File: config.mk
export PLATFORM = sky130hd
export DESIGN_NAME = score_tracker_n
export DESIGN_NICKNAME = d
export VERILOG_FILES = /design/src/rtl/score_tracker_n.sv
export SDC_FILE = /design/constraint.sdc
export NUM_CORES = 1
export LEC_CHECK = 0
export CAP_MARGIN = 5
export CORE_ASPECT_RATIO = 0.8
export CORE_UTILIZATION = 35
export DETAILED_ROUTE_END_ITERATION = 12
export GPL_TIMING_DRIVEN = 0
export SLEW_MARGIN = 10
export SYNTH_ARGS = -nofsm -noshare
export SYNTH_HDL_FRONTEND = slang
export SYNTH_SLANG_ARGS = --single-unit
File: constraint.sdc
create_clock -name clk -period 3.15 [get_ports clk]
set_input_delay 0.4725 -clock clk [delete_from_list [all_inputs] [get_ports clk]]
set_output_delay 0.4725 -clock clk [all_outputs]
set_load 0.01 [all_outputs]
File: src/rtl/score_tracker_n.sv
// Score tracker: binary and packed-BCD score, PLAY/OVER/WIN state, BCD high score.
// Optional leading-zero blank mask enabled by defining SCORE_TRACKER_N_LZB_EN.
module score_tracker_n #(
   parameter int DIGITS     = 3,
   parameter int WIDTH      = 8,
   parameter int MAX_SCORE  = 140,
   parameter int INIT_SCORE = 2
) (
   input  logic                  clk,
   input  logic                  nRst,
   input  logic                  s_reset,
   input  logic                  goodColl,
   input  logic                  badColl,
   output logic [WIDTH-1:0]      current_score,
   output logic [4*DIGITS-1:0]   bcd,
   output logic [4*DIGITS-1:0]   high_bcd,
   output logic                  isGameComplete,
   output logic                  isWin
`ifdef SCORE_TRACKER_N_LZB_EN
   ,
   output logic [DIGITS-1:0]     blank
`endif
);

   typedef enum logic [1:0] {PLAY, OVER, WIN} state_t;

   // Constant conversion, used only to build the reset value.
   function automatic logic [4*DIGITS-1:0] to_bcd(input int v);
      int r;
      r = v;
      to_bcd = '0;
      for (int i = 0; i < DIGITS; i++) begin
         to_bcd[4*i +: 4] = 4'(r % 10);
         r = r / 10;
      end
   endfunction

   function automatic logic [4*DIGITS-1:0] bcd_inc(input logic [4*DIGITS-1:0] v);
      logic carry;
      bcd_inc = v;
      carry   = 1'b1;
      for (int i = 0; i < DIGITS; i++) begin
         if (carry) begin
            if (v[4*i +: 4] == 4'd9) begin
               bcd_inc[4*i +: 4] = 4'd0;
            end else begin
               bcd_inc[4*i +: 4] = v[4*i +: 4] + 4'd1;
               carry = 1'b0;
            end
         end
      end
   endfunction

   localparam logic [4*DIGITS-1:0] INIT_BCD = to_bcd(INIT_SCORE);
   localparam logic [WIDTH-1:0]    INIT_BIN = WIDTH'(INIT_SCORE);
   localparam logic [WIDTH-1:0]    MAX_BIN  = WIDTH'(MAX_SCORE);

   state_t                state, nxt_state;
   logic [WIDTH-1:0]      high_score, nxt_high_score;
   logic [WIDTH-1:0]      nxt_score;
   logic [4*DIGITS-1:0]   nxt_bcd, nxt_high_bcd;

   always_comb begin
      nxt_state      = state;
      nxt_score      = current_score;
      nxt_bcd        = bcd;
      nxt_high_score = high_score;
      nxt_high_bcd   = high_bcd;
      if (state == PLAY) begin
         if (badColl) begin
            nxt_state = OVER;
         end else if (goodColl) begin
            nxt_score = current_score + 1'b1;
            nxt_bcd   = bcd_inc(bcd);
            if (nxt_score == MAX_BIN) nxt_state = WIN;
         end
         // High score is captured on the edge that leaves PLAY, using the final score.
         if (nxt_state != PLAY && nxt_score > high_score) begin
            nxt_high_score = nxt_score;
            nxt_high_bcd   = nxt_bcd;
         end
      end
   end

`ifdef SCORE_TRACKER_N_LZB_EN
   function automatic logic [DIGITS-1:0] lzb(input logic [4*DIGITS-1:0] v);
      logic all_zero;
      lzb      = '0;
      all_zero = 1'b1;
      for (int i = DIGITS - 1; i > 0; i--) begin
         all_zero = all_zero && (v[4*i +: 4] == 4'd0);
         lzb[i]   = all_zero;
      end
   endfunction

   // Mask is built from the next bcd so it lines up with the registered bcd.
   always_ff @(posedge clk) begin
      if (!nRst || s_reset) blank <= lzb(INIT_BCD);
      else                  blank <= lzb(nxt_bcd);
   end
`endif

   always_ff @(posedge clk) begin
      if (!nRst) begin
         state          <= PLAY;
         current_score  <= INIT_BIN;
         bcd            <= INIT_BCD;
         high_score     <= '0;
         high_bcd       <= '0;
         isGameComplete <= 1'b0;
         isWin          <= 1'b0;
      end else if (s_reset) begin
         state          <= PLAY;
         current_score  <= INIT_BIN;
         bcd            <= INIT_BCD;
         isGameComplete <= 1'b0;
         isWin          <= 1'b0;
      end else begin
         state          <= nxt_state;
         current_score  <= nxt_score;
         bcd            <= nxt_bcd;
         high_score     <= nxt_high_score;
         high_bcd       <= nxt_high_bcd;
         isGameComplete <= (nxt_state != PLAY);
         isWin          <= (nxt_state == WIN);
      end
   end

endmodule

Word-level counts from Yosys, hierarchy flattened
Cells that the tools add are included.
{ "totals": {"reg_bits": 44, "inputBits": 5, "output_inout_bits": 34, "word_cells": 49} }
{ "classes": {"n_addsub": 4, "magnitude_cmp": 1, "n_eq_ne": 5, "mux": 24, "n_bitwise": 2, "reduce_logical": 6} }
{ "op_table": {"columns": ["operator", "n"], "rows": [
  ["12-bit two-way mux", 2],
  ["8-bit two-way mux", 3],
  ["4-bit two-way mux", 5],
  ["4-bit by 1-bit adder with 4-bit output (second input constant)", 3],
  ["4-bit == test (second input constant)", 3],
  ["2-bit two-way mux", 5],
  ["1-bit two-way mux", 9],
  ["8-bit by 1-bit adder with 8-bit output (second input constant)", 1],
  ["8-bit == test (second input constant)", 1],
  ["8-bit > comparator", 1],
  ["2-bit nonzero test", 2],
  ["3-bit AND reduction", 1],
  ["2-bit == test (second input constant)", 1],
  ["2-bit zero test", 1],
  ["1-bit NOT", 2],
  ["2-bit OR reduction", 1],
  ["1-bit logical AND", 1]
]} }

Logic depth before layout (Yosys ltp)
{ "logic_depth": {"depth_word": 12, "depth_mapped": 13, "depth_no_buf": 11} }

Worst setup path after synthesis
OpenSTA, ideal clock, no wires.
{ "synth_path": {"kind": "register to register", "start": "reg current_score[0]", "end": "reg high_bcd[10]", "setup_ps": 96, "t_arrival_ps": 2780, "t_required_ps": 3054, "path_slack_ps": 274, "stages_incl_launch_ff": 14, "n_path_buf": 2, "synth_period_minus_slack_ps": 2876, "path_cell_list": "dfxtp_1 > ha_1 > nand2_1 > or2_1 > clkbuf_1 > or3_1 > nand2_1 > ha_1 > nand4_1 > o21a_1 > nand2_1 > a21o_1 > buf_2 > a221oi_1"} }
{ "synth_via": {"elab_chain_cells": 9, "word_cells_on_any_way": 13, "cone_classes": "1 x add/sub; 1 x order compare; 1 x eq/ne; 7 x mux; 3 x reduce/logical"} }
{ "synth_lines": {"columns": ["element", "line", "text"], "rows": [
  ["start, declared", "14", "output logic [WIDTH-1:0] current_score,"],
  ["start signal, assigned", "120", "current_score <= nxt_score;"],
  ["parallel branches: the longest is 7 deep, another holds 8-bit by 1-bit adder with 8-bit output", null, null],
  ["1-bit logical AND (*)", "78", "if (nxt_state != PLAY && nxt_score > high_score) begin"],
  ["3-bit AND reduction (no line) (*)", null, null],
  ["end signal, assigned", "123", "high_bcd <= nxt_high_bcd;"],
  ["end, declared", "16", "output logic [4*DIGITS-1:0] high_bcd,"]
]} }
Every way passes the cells marked *. The select of a mux whose other input is x is not followed.
A chain may end at the register's enable or synchronous reset.

Worst setup path in the final report
{ "layout_path": {"start": "in badColl", "end": "reg high_bcd[8]"} }
{ "layout_via": {"elab_chain_cells": 5, "word_cells_on_any_way": 9, "cone_classes": "1 x order compare; 5 x mux; 3 x reduce/logical"} }
{ "layout_lines": {"columns": ["element", "line", "text"], "rows": [
  ["start, declared", "13", "input logic badColl,"],
  ["8-bit two-way mux or 2-bit two-way mux (tied branches)", "70", "if (badColl) begin"],
  ["8-bit two-way mux or 2-bit two-way mux (tied branches)", "69", "if (state == PLAY) begin"],
  ["8-bit > comparator or 2-bit nonzero test (tied branches)", "78", null],
  ["1-bit logical AND", "78", null],
  ["3-bit AND reduction (no line)", null, null]
]} }
Several ways; a longest one is shown, not always the timed one. The select of a mux whose other input is x is not followed.

==> flow_summary.ini <==
[outcome]
status = complete, no violations

[setup_path]
crit_required_ns = 3.35
rr_endpoint = high_bcd[8]
r2r_cells = 13
cp.arrival_ns = 3.18
crit_type = in2reg
crit_fanout = 10
reg2reg_from = current_score[0]
cp-end-kind = flip-flop
r2r_slack_ns = 0.21
cp-start-kind = input port

[drt]
drt-pass1-iter-count = 4
drt_iter0_markers = 123
num_vias = 2126
wire_per_inst_um = 14.2
drt-total-wl_mm = 6.00
drc = 0
drtAntennaViolNets = 0
avgViaCountPerCell = 5.05

[sta]
fin_setup_tns_ns = 0
timing.fmax_mhz = 335
worstMarginPinSlew_ns = 0.622
clock_skew_ns = 0.00823
slew_violations = 0
slew_headroom = 0.585
hold_viol_final = 0
rsz0062_at_grt = false
min_period_ns = 2.98
holdWs_ns = 0.468
setup_viol = 0
finalCritPeriodShare = 0.946

[min_path]
min_path_type = reg2reg
min_path_cells = 2
min_to = high_bcd[11]
hp-start = high_bcd[11]

[yosys]
synth_edf_count = 0
syn_area_per_cell_um2 = 8.32
seq_area_frac_synth = 0.365
yosys_warnings = 0
synth_fp_nets = 304
synth_area_um2 = 2410
yosysMostFrequentCell = dfxtp_1
synthArstFlopShare = 0
synth_seq_cells = 44
synthTopCellsByCount = dfxtp_1, nor2_1, nand2_1
synth_top_area_share = 0.365
synthTopCellsByArea = dfxtp_1, xnor2_1, nor2_1
yosysUniqueCellTypes = 45
synth-main-ff-cell = dfxtp_1
yosysTopAreaCell = dfxtp_1
syn_inst = 290

[place]
gp_congestion = 0.791
io_buffer_count = 38
dpl.hpwl_mm = 4.39

[power]
p_leak_nw = 1.11
ir_drop_mv = 0.205
power_density_nw_per_um2 = 448

[die]
die_y_um = 76.3
core-area_um2 = 6510
ios = 39
dieWidth_um = 94.8
fp.dieArea_um2 = 7230
start_util = 0.371
core.rowCount = 26

[layout]
final_net_count = 350
area_delta_synth_final_pct = 26.9
drive_gt1_frac = 0.107
num_antenna_cells = 0
fillers = 664
fin_util = 0.470

[global_routing]
grt_max_degree = 14
grt_overflow = 0
antenna_found_initial = 0
grt_pass1_vias = 1917
grt_usage = 0.174
grt_first_pass_wirelength_mm = 9.83

[run]
cap_violations = 0

[clock_network]
cts_root_buffer = clkbuf_8
holdBufCountCts = 0
clock_latency_ns = 0.30
clock_sinks = 44
clkTransAtPathRegs_ns = 0.09
numCtsBuffers = 5
clk_path_buf_depth = 2
cts_tree = done
cts_htree_levels = 2
-- flip-flops by register name (all words and copies together), names as in the netlist --
name	count
high_score	8
state	2
current_score	8
isGameComplete	1
isWin	1
high_bcd	12
bcd	12
-- worst max-delay path, cell delays in order --
cell and delay (ns):
dlygate4sd2_1 0.33, nand3b_1 0.22, or2_1 0.24, clkbuf_1 0.15, or3_1 0.38, nand2_1 0.08, ha_1 0.25, nand4_1 0.13
o21a_2 0.14, nand2_1 0.10, a21o_1 0.24, buf_6 0.17, a221oi_1 0.29
-- per-stage QoR --
step	total power, mW	std cells	setup WS, ns	area, um^2
floorplan	0.823	290	0.274	2410
global placement	0.929	412	-0.714	2900
detailed placement	0.933	412	-0.793	2900
CTS	1.38	422	0.00405	3040
global route	1.44	421	0.000703	3060
finish	1.37	421	0.169	3060
-- layout by cell type (no fill, tap or decap), types with 2 or more instances in the layout --
cell,netlist,final
nand3_1,11,11
buf_6,1,2
o211ai_1,3,3
a21oi_1,13,11
and2_1,4,4
o21ai_0,10,9
a21o_1,2,2
nor4_1,3,2
nor2_1,31,31
nand3b_1,4,4
nor3_1,8,8
clkbuf_1,14,11
xnor2_1,18,18
o221a_2,7,7
xor2_1,6,6
a221oi_1,9,9
dfxtp_1,44,42
ha_1,9,8
nand4_1,5,5
clkdlybuf4s50_1,0,36
clkbuf_2,0,2
dfxtp_2,0,2
inv_1,15,15
o31ai_1,3,3
mux2i_1,4,4
or2_2,2,2
nand2_1,29,28
clkbuf_8,0,5
buf_4,0,3
nor2b_1,7,7
or3_1,4,4
nand2b_1,4,4
buf_2,3,2
-- logic make-up after synthesis --
group / count (synthesis) / share of synthesized area
adder cells (fa/ha/maj): 9 / 0.0467
flip-flops: 44 / 0.365
AO/OA/AOI/OAI: 53 / 0.162
XOR/XNOR: 24 / 0.0871
AND/OR/NAND/NOR: 122 / 0.262
buffers and inverters: 33 / 0.0560
multiplexers: 5 / 0.0213
-- power by group --
part	leakage, nW	total [mW]	internal [mW]	switching (mW)
logic	0.701	0.313	0.134	0.179
registers	0.357	0.618	0.597	0.0207
clock network	0.0552	0.439	0.236	0.203
-- layer usage --
layer / track usage / vias to the layer above / wire length [um]
met2: 0.242 / 37 / 2420
met3: 0.0329 / 2 / 253
li1: - / 1106 / -
met1: 0.272 / 981 / 3290
met4: 0.0364 / 0 / 27
met5: 0 / - / 0
-- how the worst max path moves through the flow --
| stage | slack [ns] | startpoint | depth (start not counted) | to |
|---|---|---|---|---|
| after floorplan | 0.27 | badColl | 12 | high_bcd[10] |
| after global placement | -0.71 | badColl | 13 | high_score[5] |
| after detailed placement | -0.79 | badColl | 13 | high_bcd[8] |
| after CTS | 0.004 | goodColl | 12 | high_bcd[8] |
| after global routing | 0.0007 | current_score[0] | 13 | high_score[1] |
| final | 0.17 | badColl | 13 | high_bcd[8] |
-- repair_timing --
| action | in CTS | in global routing |
|---|---|---|
| gates resized for setup | 7 | 9 |
| setup buffers | 2 | 1 |
| pin swaps | 1 | 2 |
| endpoints found under the setup margin | 20 | 20 |
-- final cells by class --
| class | count | area [um^2] | share of cell area |
|---|---|---|---|
| Tap cell | 84 | 105 | 0.0343 |
| Sequential cell | 44 | 883 | 0.289 |
| Buffer | 16 | 80.1 | 0.0262 |
| Clock buffer | 6 | 72.6 | 0.0237 |
| Clock inverter | 2 | 35.0 | 0.0114 |
| Inverter | 15 | 56.3 | 0.0184 |
| Timing Repair Buffer | 41 | 404 | 0.132 |
| Multi-Input combinational cell | 213 | 1420 | 0.465 |
Power figures use the tool's default switching activity.
